[src/rtl/fcs_pkg.sv]
// Shared types, constants and the byte-wide CRC-32 step for the FCS checker.
package fcs_pkg;

    typedef enum logic [1:0] {
        ST_IDLE,
        ST_ACCUM,
        ST_CHECK,
        ST_ABORTED
    } fcs_state_e;

    localparam logic [31:0] CRC_SEED    = 32'hFFFF_FFFF;
    localparam logic [31:0] CRC_RESIDUE = 32'hC704_DD7B;
    localparam logic [31:0] CRC_POLY    = 32'h04C1_1DB7;
    localparam int unsigned FCS_BYTES   = 4;

    // Bit 0 of the byte enters the register first (LSB-first on air).
    function automatic logic [31:0] crc32_byte(input logic [31:0] crc, input logic [7:0] data);
        logic [31:0] c;
        c = crc;
        for (int unsigned i = 0; i < 8; i++) begin
            c = {c[30:0], 1'b0} ^ ((c[31] ^ data[i]) ? CRC_POLY : 32'h0);
        end
        return c;
    endfunction

endpackage

[src/rtl/crc32_lfsr8.sv]
// Byte-wide CRC-32 register; init reseeds so the byte taken in the same cycle starts a new frame.
module crc32_lfsr8
    import fcs_pkg::*;
(
    input  logic        clk,
    input  logic        rstn,
    input  logic        init,
    input  logic        en,
    input  logic [7:0]  data_in,
    output logic [31:0] crc_out
);

    logic [31:0] crc_q, crc_d, base;

    always_comb begin
        base  = init ? CRC_SEED : crc_q;
        crc_d = en ? crc32_byte(base, data_in) : base;
    end

    always_ff @(posedge clk or negedge rstn) begin
        if (!rstn) begin
            crc_q <= CRC_SEED;
        end else begin
            crc_q <= crc_d;
        end
    end

    assign crc_out = crc_q;

endmodule

[src/rtl/fcs_check_ctrl.sv]
// Frame check sequence controller: sequences CRC-32 checking and forwards the byte stream.
// Build option FCS_STRIP_EN holds back the trailing FCS bytes from the forwarded stream.
module fcs_check_ctrl
    import fcs_pkg::*;
#(
    parameter int unsigned MAX_LEN = 4095
) (
    input  logic        clk,
    input  logic        rstn,
    input  logic [7:0]  byte_in,
    input  logic        byte_valid,
    input  logic        byte_last,
    input  logic        frame_abort,
    output logic        in_ready,
    output logic        fcs_valid,
    output logic        fcs_ok,
    output logic        len_err,
    output logic [15:0] frame_len,
    output logic [7:0]  byte_out,
    output logic        byte_out_valid,
    output logic        byte_out_last,
    output logic        busy
);

    fcs_state_e  state_q, state_d;
    logic [15:0] cnt_q, cnt_d, cnt_nxt;
    logic [15:0] frame_len_q, frame_len_d;
    logic [7:0]  bo_q, bo_d;
    logic        bov_q, bov_d, bol_q, bol_d;
    logic        first, accept, too_long, take;
    logic        fwd_vld, fwd_last;
    logic [7:0]  fwd_byte;
    logic [31:0] crc;
`ifdef FCS_STRIP_EN
    logic [FCS_BYTES-1:0][7:0] dl_q, dl_d;
    logic [FCS_BYTES-1:0]      dlv_q, dlv_d;
`endif

    assign in_ready = (state_q == ST_IDLE) || (state_q == ST_ACCUM);
    assign first    = (state_q == ST_IDLE);
    assign accept   = byte_valid && in_ready;
    assign cnt_nxt  = first ? 16'd1 : cnt_q + 16'd1;
    assign too_long = 32'(cnt_nxt) > MAX_LEN;
    // A byte handshaked alongside an abort or an overflow is discarded.
    assign take     = accept && !frame_abort && !too_long;

    crc32_lfsr8 u_crc (
        .clk     (clk),
        .rstn    (rstn),
        .init    (first),
        .en      (take),
        .data_in (byte_in),
        .crc_out (crc)
    );

    always_comb begin
        state_d     = state_q;
        cnt_d       = cnt_q;
        frame_len_d = frame_len_q;
        if (frame_abort) begin
            state_d = ST_ABORTED;
        end else begin
            case (state_q)
                ST_IDLE, ST_ACCUM: begin
                    if (accept) begin
                        if (too_long) begin
                            state_d = ST_ABORTED;
                        end else begin
                            cnt_d = cnt_nxt;
                            if (byte_last) begin
                                state_d     = ST_CHECK;
                                frame_len_d = cnt_nxt;
                            end else begin
                                state_d = ST_ACCUM;
                            end
                        end
                    end
                end
                default: state_d = ST_IDLE;
            endcase
        end
        if (state_q == ST_CHECK || state_q == ST_ABORTED) begin
            cnt_d = '0;
        end
    end

    always_comb begin
        fwd_vld  = 1'b0;
        fwd_last = 1'b0;
        fwd_byte = byte_in;
`ifdef FCS_STRIP_EN
        dl_d  = dl_q;
        dlv_d = dlv_q;
        if (state_q == ST_CHECK || state_q == ST_ABORTED) begin
            dlv_d = '0;
        end
        // Emit the byte taken FCS_BYTES bytes ago; the last FCS_BYTES never leave.
        if (take) begin
            dl_d     = {dl_q[FCS_BYTES-2:0], byte_in};
            dlv_d    = first ? {{(FCS_BYTES-1){1'b0}}, 1'b1} : {dlv_q[FCS_BYTES-2:0], 1'b1};
            fwd_vld  = !first && dlv_q[FCS_BYTES-1];
            fwd_byte = dl_q[FCS_BYTES-1];
            fwd_last = byte_last;
        end
`else
        if (take) begin
            fwd_vld  = 1'b1;
            fwd_last = byte_last;
        end
`endif
        bov_d = fwd_vld;
        bol_d = fwd_vld && fwd_last;
        bo_d  = fwd_vld ? fwd_byte : bo_q;
    end

    always_ff @(posedge clk or negedge rstn) begin
        if (!rstn) begin
            state_q     <= ST_IDLE;
            cnt_q       <= '0;
            frame_len_q <= '0;
            bo_q        <= '0;
            bov_q       <= 1'b0;
            bol_q       <= 1'b0;
`ifdef FCS_STRIP_EN
            dl_q        <= '0;
            dlv_q       <= '0;
`endif
        end else begin
            state_q     <= state_d;
            cnt_q       <= cnt_d;
            frame_len_q <= frame_len_d;
            bo_q        <= bo_d;
            bov_q       <= bov_d;
            bol_q       <= bol_d;
`ifdef FCS_STRIP_EN
            dl_q        <= dl_d;
            dlv_q       <= dlv_d;
`endif
        end
    end

    assign fcs_valid      = (state_q == ST_CHECK);
    assign len_err        = fcs_valid && (frame_len_q < 16'(FCS_BYTES));
    assign fcs_ok         = fcs_valid && !len_err && (crc == CRC_RESIDUE);
    assign frame_len      = frame_len_q;
    assign byte_out       = bo_q;
    assign byte_out_valid = bov_q;
    assign byte_out_last  = bol_q;
    assign busy           = (state_q != ST_IDLE);

endmodule

[config.mk]
export PLATFORM = sky130hd
export DESIGN_NAME = fcs_check_ctrl
export DESIGN_NICKNAME = d
export VERILOG_FILES = /design/src/rtl/fcs_pkg.sv /design/src/rtl/crc32_lfsr8.sv /design/src/rtl/fcs_check_ctrl.sv
export SDC_FILE = /design/constraint.sdc
export NUM_CORES = 1
export LEC_CHECK = 0
export CAP_MARGIN = 20
export CELL_PAD_IN_SITES_DETAIL_PLACEMENT = 1
export CELL_PAD_IN_SITES_GLOBAL_PLACEMENT = 2
export CORE_MARGIN = 5
export CORE_UTILIZATION = 39
export CTS_CLUSTER_DIAMETER = 200
export DETAILED_ROUTE_END_ITERATION = 10
export PLACE_DENSITY_LB_ADDON = 0.2
export SETUP_SLACK_MARGIN = 0.3
export SLEW_MARGIN = 20
export SYNTH_ARGS = -nofsm -noshare
export SYNTH_HDL_FRONTEND = slang
export SYNTH_HIERARCHICAL = 1
export SYNTH_SLANG_ARGS = --single-unit
[constraint.sdc]
create_clock -name clk -period 7.65 [get_ports clk]
set_input_delay 1.53 -clock clk [delete_from_list [all_inputs] [get_ports clk]]
set_output_delay 1.53 -clock clk [all_outputs]
set_load 0.02 [all_outputs]
==> flow_metrics.tcl <==
set metrics [dict create \
    status "complete, no violations" \
    start_util_pct 40.0 \
    netlist_area_um2 4850 \
    yosys.area.top_type_share_pct 22.7 \
    synth-warning-count 6 \
    pre_cts_slack_ns 3.16 \
    grt_pass1_vias 4167 \
    yosysTopAreaCell "dfrtp_1" \
    cts_buffers 9 \
    dp_hpwl_um 10100 \
    rows 40 \
    globalplace.congestion 0.844 \
    synth_mux_area_share_pct 2.53 \
    synthXorXnorAreaFrac_pct 14.5 \
    synth_enable_flop_cells 0 \
    cts-root-buf "clkbuf_16" \
    relSlewSlack_pct 30.8 \
    yosys.area_share.simple_pct 19.2 \
    path_cells "inv_1 > nand2_1 > inv_2 > buf_4 > a21oi_1 > mux2i_1 > o21ai_2 > nor3_4 > buf_4 > inv_1 > nand2_1 > o32ai_1 > a31oi_1" \
    post_cts_resized 0 \
    avgSynthCellArea_um2 9.04 \
    tritoncts "yes" \
    synth.area.top_cells "dfrtp_1 23%, dfstp_2 17%, xnor2_1 7.6%" \
    fin_skew_ns 0.00739 \
    first_pass_iters 4 \
    final_nets 569 \
    drtIter0Drc 334 \
    synth-seq-cells 76 \
    synth_seq_area_share_pct 40.1 \
    numPortBuffers 43 \
    path_clk_slew_ns 0.07 \
    post-synth-top-count-cell "nor2_1" \
    routedWlPerCell_um 19.7 \
    path_delay_family "buffers and inverters" \
    cellLeakagePower_nw 2.13 \
    cp_data_required_time_ns 7.92 \
    synth_top_family_by_area "simple AND/OR/NAND/NOR gates" \
    slowest_stage "nor3_4" \
    syn_nets 550 \
    worstHoldPathType "reg2reg" \
    grt_first_pass_wirelength_um 23100 \
    synthCells 536 \
    vias_per_cell 5.70 \
    max_freq_ghz 0.224 \
    hold_violations 0 \
    cp.buffers_inverters 5 \
    worstPathArrival_ns 4.74 \
    crit_path_start_kind "flip-flop" \
    final.min_clock_period_ns 4.47 \
    critPathMaxStageDelay_ns 0.76 \
    die_area_um2 14800 \
    die_w_um 121 \
    grtUsageTotal_pct 20.1 \
    grt_antenna_before_repair 0 \
    setup_viol 0 \
    clock-sinks 76 \
    h-tree-depth 3 \
    cp_max_fo 68 \
    overflow 0 \
    finalSetupTns_ns 0 \
    r2r.worst_path.cells 13 \
    path_class "reg2reg" \
    drive_above_1_share_pct 13.8 \
    grt_max_degree 77 \
    areaGrowthSynthToFinish_pct 16.1 \
    yosysUniqueCellTypes 58 \
    rsz0062_at_grt "false" \
    drtAntennaViolNets 0 \
    diodes 0 \
    end_kind "flip-flop" \
    vias 4153 \
    async_flop_share_pct 100 \
    io_pins 44 \
    synthAdderAreaFrac_pct 0.258 \
    finalWorstSetupSlack_ns 3.18 \
    worst_pin_slew_ns 1.03 \
    cts_buffer_depth 2 \
    synth_compound_area_share_pct 18.6 \
    postCtsSetupBuffers 0 \
    drv_cap 0 \
    core_area_um2 12100 \
    cellPowerDensity_nw_per_um2 342 \
    worstSkewPairLatency_ns 0.35 \
    fp.dieH_um 121 \
    ys.flop_type "dfrtp_1" \
    hold_path_depth 2 \
    cp_num_cells 13 \
    drc 0 \
    yosys-top-cells-count "52 x nor2_1, 44 x dfrtp_1, 42 x xnor2_1, 36 x nand2_1, 35 x a21oi_1" \
    post-route-period-util_pct 58.4 \
    cts_hold_buf 0 \
    wl_um 14300 \
    drv_slew 0 \
    max-vdd-ir-drop_uv 185 \
]
-- routing by layer --
layer / global-route usage (%) / wire length, µm / vias up
met3: 2.80 / 572 / 12
met5: 0 / 0 / -
met1: 32.1 / 7500 / 2090
met2: 27.6 / 6100 / 84
li1: - / - / 1967
met4: 6.09 / 172 / 0
-- path summary, 6_finish.rpt --
path,slack [ns],to,startpoint
max in group asynchronous,5.93,byte_out[5],rstn
hold reg to reg,0.49,frame_len[1],frame_len[1]
setup / recovery,3.18,u_crc/crc_out[9],state_q[1]
hold / removal,0.49,frame_len[1],frame_len[1]
min in group asynchronous,1.24,frame_len[8],rstn
setup reg to reg,3.18,u_crc/crc_out[9],state_q[1]
-- worst reg2reg max path: stages (launching register included) --
cell and delay (ns):
dfrtp_1 0.46, inv_1 0.42, nand2_1 0.21, inv_2 0.08
buf_4 0.53, a21oi_1 0.15, mux2i_1 0.35, o21ai_2 0.17
nor3_4 0.76, buf_4 0.41, inv_1 0.15, nand2_1 0.37
o32ai_1 0.17, a31oi_1 0.16
-- flip-flops by register name, indices dropped and copies added (netlist names) --
signal	flops
u_crc/crc_out	32
byte_out_valid	1
cnt_q	16
byte_out	8
byte_out_last	1
frame_len	16
state_q	2
-- logic make-up (layout without fill, tap and decap cells) --
group / Yosys count / in the layout
simple gates: 183 / 183
compound gates: 137 / 137
flops: 76 / 76
xor+xnor: 73 / 73
buf+inv: 55 / 79
mux: 11 / 11
fa+ha+maj: 1 / 1
-- final cells by class --
class,instances,area [µm²]
clock buffers,9,225
flip-flops and latches,76,1940
inverters,16,60.1
fillers,1409,6480
well taps,168,210
repair buffers,47,462
multi-input cells,405,2670
clock inverters,7,57.6
-- power breakdown --
group	leakage, nW	internal (W)	switching [W]	total (W)
Sequential	0.924	0.000543	0.000129	0.000673
Combinational	1.07	0.000364	0.000469	0.000834
Clock	0.135	0.000225	0.000193	0.000418
Total	2.13	0.00113	0.000792	0.00192
-- metrics by stage --
step,total power (W),cells,hold WS [ns],util [%],cell area (µm²)
detailed placement,0.00150,712,0.485,44.1,5340
CTS,0.00193,728,0.500,46.4,5620
global placement,0.00148,712,0.465,44.1,5340
floorplan,0.00126,536,0.492,-,4850
global route,0.00203,728,0.532,46.5,5630
finish,0.00192,728,0.491,46.5,5630
-- cell usage in the layout, fill, tap and decap left out, types with 8 or more instances in the layout --
cell,synthesis,layout
nand3_1,15,15
nand2_1,36,36
o22a_1,8,8
nor2_1,52,52
xor2_1,26,26
nor3_1,22,22
xnor2_1,42,42
mux2_2,10,10
clkdlybuf4s50_1,0,42
o21ai_0,29,29
o31ai_1,8,8
a21oi_1,35,35
a211oi_1,11,11
o211ai_1,14,14
clkbuf_16,0,9
inv_1,16,15
nand4_1,9,9
dfrtp_1,44,44
dfstp_2,32,32
nor4_1,8,8
Power figures use the tool's default switching activity.
